$ cat src/rtl/collision_pkg.sv
// Shared constants, stage-1 pixel record and colour-match rule for the collision detector.
package collision_pkg;

  localparam int unsigned COLOR_W         = 4;
  localparam int unsigned NUM_CH_DEFAULT  = 5;
  localparam int unsigned CNT_W_DEFAULT   = 10;

  typedef struct packed {
    logic valid;
    logic match;
  } pix_stage_t;

  // Sums are widened by one bit so a large green/blue plus margin never wraps below red.
  function automatic logic color_match(
    input logic [COLOR_W-1:0] red,
    input logic [COLOR_W-1:0] green,
    input logic [COLOR_W-1:0] blue,
    input logic [COLOR_W-1:0] hit_level,
    input logic [COLOR_W-1:0] hit_margin
  );
    logic [COLOR_W:0] g_sum;
    logic [COLOR_W:0] b_sum;
    g_sum = {1'b0, green} + {1'b0, hit_margin};
    b_sum = {1'b0, blue}  + {1'b0, hit_margin};
    return (red > hit_level) && ({1'b0, red} > g_sum) && ({1'b0, red} > b_sum);
  endfunction

endpackage

$ cat src/rtl/collision_ch_counter.sv
// One collision channel: saturating per-frame hit counter, frame verdict and rising-edge pulse.
module collision_ch_counter
  import collision_pkg::*;
#(
  parameter int unsigned CNT_W = CNT_W_DEFAULT
) (
  input  logic             clk_25MHz,
  input  logic             reset,
  input  logic             frame_start,
  input  logic             armed,
  input  logic             count_en,
  input  logic             hit,
  input  logic [CNT_W-1:0] thr_cnt,
  output logic             detected,
  output logic             pulse
);

  logic [CNT_W-1:0] cnt;
  logic [CNT_W-1:0] thr_eff;
  logic             inc;
  logic             verdict;

  always_comb begin
    thr_eff = (thr_cnt == '0) ? CNT_W'(1) : thr_cnt;
    inc     = hit & count_en;
    verdict = armed & count_en & (cnt >= thr_eff);
  end

  // A hit coinciding with frame_start belongs to the frame that is just starting.
  always_ff @(posedge clk_25MHz) begin
    if (reset) begin
      cnt      <= '0;
      detected <= 1'b0;
      pulse    <= 1'b0;
    end else begin
      pulse <= 1'b0;
      if (frame_start) begin
        detected <= verdict;
        pulse    <= verdict & ~detected;
        cnt      <= CNT_W'(inc);
      end else if (!count_en) begin
        cnt <= '0;
      end else if (inc && (cnt != '1)) begin
        cnt <= cnt + CNT_W'(1);
      end
    end
  end

endmodule

$ cat src/rtl/collision_frame_detector.sv
// Per-channel red-object collision detector over a video frame.
// Optional COLLISION_STICKY_EN adds sticky_clr / collision_sticky.
module collision_frame_detector
  import collision_pkg::*;
#(
  parameter int unsigned NUM_CH = NUM_CH_DEFAULT,
  parameter int unsigned CNT_W  = CNT_W_DEFAULT
) (
  input  logic               clk_25MHz,
  input  logic               reset,
  input  logic               frame_start,
  input  logic               pixel_valid,
  input  logic [COLOR_W-1:0] red,
  input  logic [COLOR_W-1:0] green,
  input  logic [COLOR_W-1:0] blue,
  input  logic [NUM_CH-1:0]  collision_area,
  input  logic [NUM_CH-1:0]  collision_en,
  input  logic [COLOR_W-1:0] hit_level,
  input  logic [COLOR_W-1:0] hit_margin,
  input  logic [CNT_W-1:0]   thr_cnt,
`ifdef COLLISION_STICKY_EN
  input  logic               sticky_clr,
  output logic [NUM_CH-1:0]  collision_sticky,
`endif
  output logic [NUM_CH-1:0]  collision_detected,
  output logic [NUM_CH-1:0]  collision_pulse
);

  pix_stage_t        s1;
  logic [NUM_CH-1:0] s1_area;
  logic [NUM_CH-1:0] s1_en;
  logic              armed;

  // armed stays low until the first frame_start after reset, so that partial frame is never judged.
  always_ff @(posedge clk_25MHz) begin
    if (reset) begin
      s1      <= '0;
      s1_area <= '0;
      s1_en   <= '0;
      armed   <= 1'b0;
    end else begin
      s1.valid <= pixel_valid;
      s1.match <= color_match(red, green, blue, hit_level, hit_margin);
      s1_area  <= collision_area;
      s1_en    <= collision_en;
      if (frame_start) armed <= 1'b1;
    end
  end

  for (genvar i = 0; i < NUM_CH; i++) begin : g_ch
    collision_ch_counter #(
      .CNT_W(CNT_W)
    ) u_ch (
      .clk_25MHz  (clk_25MHz),
      .reset      (reset),
      .frame_start(frame_start),
      .armed      (armed),
      .count_en   (s1_en[i]),
      .hit        (s1.valid & s1_area[i] & s1.match),
      .thr_cnt    (thr_cnt),
      .detected   (collision_detected[i]),
      .pulse      (collision_pulse[i])
    );
  end

`ifdef COLLISION_STICKY_EN
  always_ff @(posedge clk_25MHz) begin
    if (reset) begin
      collision_sticky <= '0;
    end else begin
      collision_sticky <= collision_pulse | (collision_sticky & ~{NUM_CH{sticky_clr}});
    end
  end
`endif

endmodule
$ cat config.mk
export PLATFORM = sky130hd
export DESIGN_NAME = collision_frame_detector
export DESIGN_NICKNAME = d
export VERILOG_FILES = /design/src/rtl/collision_pkg.sv /design/src/rtl/collision_ch_counter.sv /design/src/rtl/collision_frame_detector.sv
export SDC_FILE = /design/constraint.sdc
export NUM_CORES = 1
export LEC_CHECK = 0
export CAP_MARGIN = 20
export CORE_MARGIN = 1.5
export CORE_UTILIZATION = 45
export CTS_BUF_LIST = sky130_fd_sc_hd__clkbuf_8
export CTS_CLUSTER_DIAMETER = 80
export DETAILED_ROUTE_END_ITERATION = 10
export PLACE_DENSITY = 0.66
export SLEW_MARGIN = 10
export SYNTH_ARGS = -nofsm -noshare
export SYNTH_HDL_FRONTEND = slang
export SYNTH_SLANG_ARGS = --single-unit
$ cat constraint.sdc
create_clock -name clk_25MHz -period 3.85 [get_ports clk_25MHz]
set_clock_uncertainty 0.15 [all_clocks]
set_input_delay 0.77 -clock clk_25MHz [delete_from_list [all_inputs] [get_ports clk_25MHz]]
set_output_delay 0.77 -clock clk_25MHz [all_outputs]
set_load 0.01 [all_outputs]
==> results of run 1 <==
placed cells by master, fill, tap and decap left out, types with 9 or more instances in the layout:
master,synthesis,routed
sky130_fd_sc_hd__a211oi_1,15,15
sky130_fd_sc_hd__a21oi_1,38,38
sky130_fd_sc_hd__a31oi_1,17,17
sky130_fd_sc_hd__clkbuf_8,0,9
sky130_fd_sc_hd__clkdlybuf4s50_1,0,53
sky130_fd_sc_hd__dfxtp_1,73,73
sky130_fd_sc_hd__ha_1,75,75
sky130_fd_sc_hd__inv_1,33,34
sky130_fd_sc_hd__nand2_1,49,49
sky130_fd_sc_hd__nand3_1,34,34
sky130_fd_sc_hd__nand4_1,11,11
sky130_fd_sc_hd__nor2_1,39,39
sky130_fd_sc_hd__nor2b_1,14,14
sky130_fd_sc_hd__nor3_1,16,16
sky130_fd_sc_hd__o21ai_0,23,23
sky130_fd_sc_hd__o31ai_1,9,9
sky130_fd_sc_hd__or3_1,12,12
sky130_fd_sc_hd__or4_1,10,10
cell families after synthesis:
| logic type | after synthesis | synth area share [%] |
|---|---|---|
| XOR/XNOR | 11 | 1.87 |
| adder cells (fa/ha/maj) | 77 | 19.0 |
| multiplexers | 6 | 1.16 |
| buffers and inverters | 57 | 5.36 |
| flip-flops | 73 | 28.3 |
| AND/OR/NAND/NOR | 231 | 24.7 |
| AO/OA/AOI/OAI | 150 | 19.7 |
area by class of cell:
cell class / count / area [um2]
repair buffers: 57 / 561
inverters: 34 / 128
well taps: 140 / 175
flip-flops and latches: 73 / 1460
multi-input cells: 475 / 3420
clock inverters: 6 / 61.3
fillers: 1023 / 5100
clock buffers: 9 / 124
where the power goes:
part,total (W),internal (W),switching (W)
combinational,0.000204,0.000103,0.000101
sequential,0.000774,0.000762,0.0000129
clock,0.000588,0.000292,0.000296
critical path: cells and delay by family:
family                   cells  cell delay, ns
AND/OR/NAND/NOR              4            0.76
buffers and inverters        1            0.56
adder cells (fa/ha/maj)      2            0.54
AO/OA/AOI/OAI                2            0.35
XOR/XNOR                     1            0.15
per-stage QoR:
| step | hold slack [ns] | setup slack (ns) | utilization, % | instances | power, W |
|---|---|---|---|---|---|
| global route | 0.336 | 0.651 | 53.8 | 794 | 0.00164 |
| detailed placement | 0.307 | 0.456 | 52.1 | 779 | 0.000995 |
| floorplan | 0.265 | 1.16 | - | 605 | 0.000906 |
| CTS | 0.322 | 0.820 | 53.8 | 794 | 0.00158 |
| global placement | 0.287 | 0.547 | 52.1 | 779 | 0.000985 |
| finish | 0.311 | 0.834 | 53.8 | 794 | 0.00157 |
flip-flops by register name, indices dropped and copies added, names as in the netlist:
register	flops
s1_area	5
s1_en	5
g_ch.u_ch.cnt	50
s1	2
g_ch.u_ch.pulse	5
g_ch.u_ch.detected	5
armed	1
metal layers:
metal,vias up,GRT usage [%]
li1,2378,-
met1,2228,28.5
met2,120,39.1
met3,19,3.23
met4,0,8.33
met5,-,0
worst paths after layout:
check / cells past startpoint / from / slack, ns / end
max: 10 / hit_margin[1] / 0.83 / s1[0]
min: 1 / g_ch[3].u_ch.detected / 0.31 / g_ch[3].u_ch.pulse
max reg2reg: 4 / s1[0] / 1.72 / g_ch[4].u_ch.cnt[9]
min reg2reg: 1 / g_ch[3].u_ch.detected / 0.31 / g_ch[3].u_ch.pulse
==> impl_metrics.tcl, run 1 <==
set metrics [dict create \
    global_route.overflow_total 0 \
    setup.worst_path.start_class "primary input" \
    yosys-top-cells-area "sky130_fd_sc_hd__dfxtp_1 (28%), sky130_fd_sc_hd__ha_1 (18%), sky130_fd_sc_hd__a21oi_1 (3.7%)" \
    mappedNetlistArea_um2 5160 \
    detailroute.wirelength.met3_um 645 \
    crit_path_top_delay_cell "sky130_fd_sc_hd__clkdlybuf4s50_1" \
    critical_path.most_common_cell "sky130_fd_sc_hd__ha_1" \
    drc 0 \
    worst_slew_pin_slew_ns 0.559 \
    power_density_nw_per_um2 264 \
    clock_tree.buffer_depth 2 \
    hpwl_um 9830 \
    synthToLayoutAreaGrowth_pct 15.0 \
    avgRoutedWirePerCell_um 16.3 \
    leakage_power_summed_over_all_cells_nw 2.24 \
    worst_hold_path_type "register to register" \
    routed-via-count 4745 \
    placeableCoreArea_um2 11000 \
    status "complete, no violations" \
    critical_path_required_ns 3.96 \
    criticalPathCategory "primary input to register" \
    placement.io_buffers 53 \
    row_count 38 \
    antenna_cells_inserted 0 \
    synth_most_common_cell "sky130_fd_sc_hd__ha_1" \
    floorplan.io_pins 54 \
    seq_total_area_yosys_pct 28.3 \
    synth_cell_types 61 \
    grt_start_max_net_pins 20 \
    top_cells_by_instance_count_after_synthesis "sky130_fd_sc_hd__ha_1 (75), sky130_fd_sc_hd__dfxtp_1 (73), sky130_fd_sc_hd__nand2_1 (49)" \
    main_flop_type_after_synthesis "sky130_fd_sc_hd__dfxtp_1" \
    die_height_um 110 \
    min_period_over_period_pct 78.3 \
    synth_edf_count 0 \
    avgSynthCellArea_um2 8.53 \
    top_metal_used "met4" \
    timing.critical_path.arrival_ns 3.12 \
    postSynthRegisterBits 73 \
    synthesis.instances 605 \
    count_of_final_setup_violators 0 \
    vdd_ir_drop_max_mv 0.155 \
    dr.pass1.iters 5 \
    report.final.slew_viol_count 0 \
    critical_path.max_fanout 4 \
    rsz_0062_raised_after_global_routing "false" \
    floorplan.die_area_um2 12100 \
    post_cts.repair.setup_buffers 0 \
    chipWidth_um 110 \
    cts_resized 0 \
    cell_accounting_for_the_most_synthesized_area "sky130_fd_sc_hd__dfxtp_1" \
    timing.critical_path.cells "clkdlybuf4s50_1, ha_1, a21o_1, a21oi_1, xnor2_1, ha_1, and4_1, nor4_1, nand3_1, nor4b_1" \
    postSynthNetCount 726 \
    routedLengthMet1_um 5940 \
    route.met2.wl_um 6130 \
    finalCriticalPeriod_ns 3.02 \
    globalRouteTotalUtil_pct 22.6 \
    slew_headroom_pct 62.6 \
    setup-tns-final_ns 0 \
    iteration_0_drc_markers 412 \
    synth_warnings 0 \
    finalHoldViolCount 0 \
    numClockSinks 73 \
    synth_async_sr_flop_share_pct 0 \
    achievable-frequency_ghz 0.332 \
    final_estimated_routing_congestion_in_global_placement 0.890 \
    nNetsFinal 771 \
    cts_htree_levels 3 \
    postRouteWirelength_um 12900 \
    place_area_um2 5750 \
    number_of_antenna_violations_at_the_first_check_in_global_routing 0 \
    post_cts_hold_buffer_count 0 \
    cts-buffers-inserted 9 \
    route.detailed.vias_per_inst 5.98 \
    first_global_vias 4540 \
    share_of_the_synthesized_area_in_the_top_cell_type_pct 28.3 \
    post_route_cells_drive_above_1_share_pct 4.43 \
    root_buffer "sky130_fd_sc_hd__clkbuf_8" \
    worst_setup_path_end_kind "register" \
    initial_core_util_pct 46.8 \
    max_stage_delay_ns 0.56 \
    cts_tree "done" \
    drv.max_cap_violation_count 0 \
    detail-route-antenna-nets 0 \
    grt_first_pass_wirelength_um 21400 \
    stdcell_area_um2 5930 \
    clock_latency_ns 0.36 \
    clkTransAtPathRegs_ns 0.08 \
]
(Power assumes the default switching activity.)
==> inputs of run 2 (changes only) <==
--- a/config.mk
+++ b/config.mk
@@ -11,7 +11,7 @@
 export CTS_BUF_LIST = sky130_fd_sc_hd__clkbuf_8
 export CTS_CLUSTER_DIAMETER = 80
 export DETAILED_ROUTE_END_ITERATION = 10
-export PLACE_DENSITY = 0.66
+export PLACE_DENSITY = 0.68
 export SLEW_MARGIN = 10
 export SYNTH_ARGS = -nofsm -noshare
 export SYNTH_HDL_FRONTEND = slang
==> constraint.sdc (replaced) <==
create_clock -name clk_25MHz -period 2.4 [get_ports clk_25MHz]
set_clock_uncertainty 0.15 [all_clocks]
set_input_delay 0.48 -clock clk_25MHz [delete_from_list [all_inputs] [get_ports clk_25MHz]]
set_output_delay 0.48 -clock clk_25MHz [all_outputs]
set_load 0.01 [all_outputs]
==> impl_metrics.tcl, run 2 (synthesis gave the netlist of run 1 again) <==
set metrics [dict create \
    status "complete, no violations" \
    floorplan.die_area_um2 12100 \
    root_buffer "sky130_fd_sc_hd__clkbuf_8" \
    criticalPathCategory "primary input to register" \
    min_period_over_period_pct 97.1 \
    avgRoutedWirePerCell_um 16.6 \
    clkTransAtPathRegs_ns 0.08 \
    chipWidth_um 110 \
    critical_path.most_common_cell "sky130_fd_sc_hd__ha_1" \
    iteration_0_drc_markers 276 \
    setup.worst_path.end "s1[0]" \
    dr.pass1.iters 5 \
    worstRegToRegCells 4 \
    power.total_w 0.00262 \
    number_of_antenna_violations_at_the_first_check_in_global_routing 0 \
    setup.worst_path.start_class "primary input" \
    placement.io_buffers 53 \
    layout.cells.most_common_list "sky130_fd_sc_hd__ha_1 (73), sky130_fd_sc_hd__dfxtp_1 (73), sky130_fd_sc_hd__nand2_1 (49)" \
    floorplan.io_pins 54 \
    critical_path.max_fanout 2 \
    timing.critical_path.arrival_ns 2.45 \
    crit_path_top_delay_cell "sky130_fd_sc_hd__ha_1" \
    clock_latency_ns 0.35 \
    rr_startpoint "s1[0]" \
    report.final.slew_viol_count 0 \
    initial_core_util_pct 46.8 \
    stdcell_area_um2 6220 \
    power_density_nw_per_um2 421 \
    placeableCoreArea_um2 11000 \
    globalRouteTotalUtil_pct 23.6 \
    hpwl_um 10500 \
    cts_tree "done" \
    place_area_um2 5920 \
    worst_slew_pin_slew_ns 0.551 \
    achievable-frequency_ghz 0.429 \
    nNetsFinal 796 \
    slew_headroom_pct 62.7 \
    drv.max_cap_violation_count 0 \
    place_ws_ns -0.654 \
    row_count 38 \
    timing.final.ws_setup_ns 0.0706 \
    max_stage_delay_ns 0.30 \
    grt_first_pass_wirelength_um 22200 \
    final_estimated_routing_congestion_in_global_placement 0.909 \
    detail-route-antenna-nets 0 \
    postRouteWirelength_um 13600 \
    count_of_final_setup_violators 0 \
    numClockSinks 73 \
    global_route.overflow_total 0 \
    largest_register "g_ch.u_ch.cnt" \
    finalHoldViolCount 0 \
    worst_hold_path_type "register to register" \
    routed-via-count 4901 \
    route.detailed.vias_per_inst 5.98 \
    clock_tree.buffer_depth 2 \
    timing.critical_path.cells "clkdlybuf4s15_1, ha_1, a21o_1, a21oi_2, xnor2_1, ha_1, and4_1, nor4_2, nand3_1, nor4b_2" \
    grt_start_max_net_pins 13 \
    critical_path_required_ns 2.52 \
    worst-r2r-setup-slack_ns 0.44 \
    first_global_vias 4619 \
    cts-buffers-inserted 9 \
    drc 0 \
    r2r-end "g_ch[4].u_ch.cnt[9]" \
    leakage_power_summed_over_all_cells_nw 2.43 \
    largest_register_ffs 50 \
    cts_htree_levels 3 \
    finalCriticalPeriod_ns 2.33 \
    vdd_ir_drop_max_mv 0.219 \
    synthToLayoutAreaGrowth_pct 20.5 \
    worst_setup_path_end_kind "register" \
    crit_path_start "green[1]" \
    post_route_cells_drive_above_1_share_pct 10.3 \
    final.fill_count 1000 \
    die_height_um 110 \
    antenna_cells_inserted 0 \
]
## run 2: power breakdown
part | switching (W) | internal (W)
combinational | 0.000192 | 0.000206
clock | 0.000483 | 0.000501
sequential | 0.0000165 | 0.00122
## run 2: layout make-up
cell class	instances	area, um2	share of cell area [%]
clock inverter	6	58.8	0.945
clock buffer	10	138	2.21
inverter	34	128	2.05
tap	140	175	2.82
timing repair buffer	82	748	12.0
multi-input combinational	475	3510	56.4
sequential	73	1460	23.5
## run 2: worst max-delay path, delay by kind of cell
family | cells | cell delay [ns]
compound gates | 2 | 0.35
simple gates | 4 | 0.71
xor+xnor | 1 | 0.14
buf+inv | 1 | 0.20
fa+ha+maj | 2 | 0.57
## run 2: layer usage
metal	wire [um]	up-vias	part of all wire (%)	track usage, %
met5	0	-	0	0
met4	252	0	1.9	7.14
met3	521	23	3.8	3.59
met1	6240	2331	46	29.9
li1	-	2425	-	-
met2	6590	122	48	41.3
## run 2: through the flow
stage	instances	hold slack (ns)	utilization, %	setup TNS, ns
after detailed placement	802	0.311	53.7	-5.94
after global placement	802	0.287	53.7	-4.95
after floorplan	605	0.265	-	0
after global routing	820	0.339	56.4	-0.00415
after CTS	819	0.331	55.9	0
final	820	0.330	56.4	0
## run 2: repair_timing
action,4_1_cts,5_1_grt
hold buffers,0,0
pin swaps,15,18
gates resized for setup,17,18
gates cloned,0,0
buffers inserted,1,1
setup endpoints to repair,11,7
## run 2: how the worst min path moves through the flow
stage                                      from            endpoint  slack (ns)  depth (start not counted)
after detailed placement                  armed               armed        0.31                          2
after global routing      g_ch[3].u_ch.detected  g_ch[3].u_ch.pulse        0.34                          1
final                                     armed               armed        0.33                          2
after global placement                    armed               armed        0.29                          2
after floorplan           g_ch[3].u_ch.detected  g_ch[3].u_ch.pulse        0.27                          1
after CTS                                 armed               armed        0.33                          2
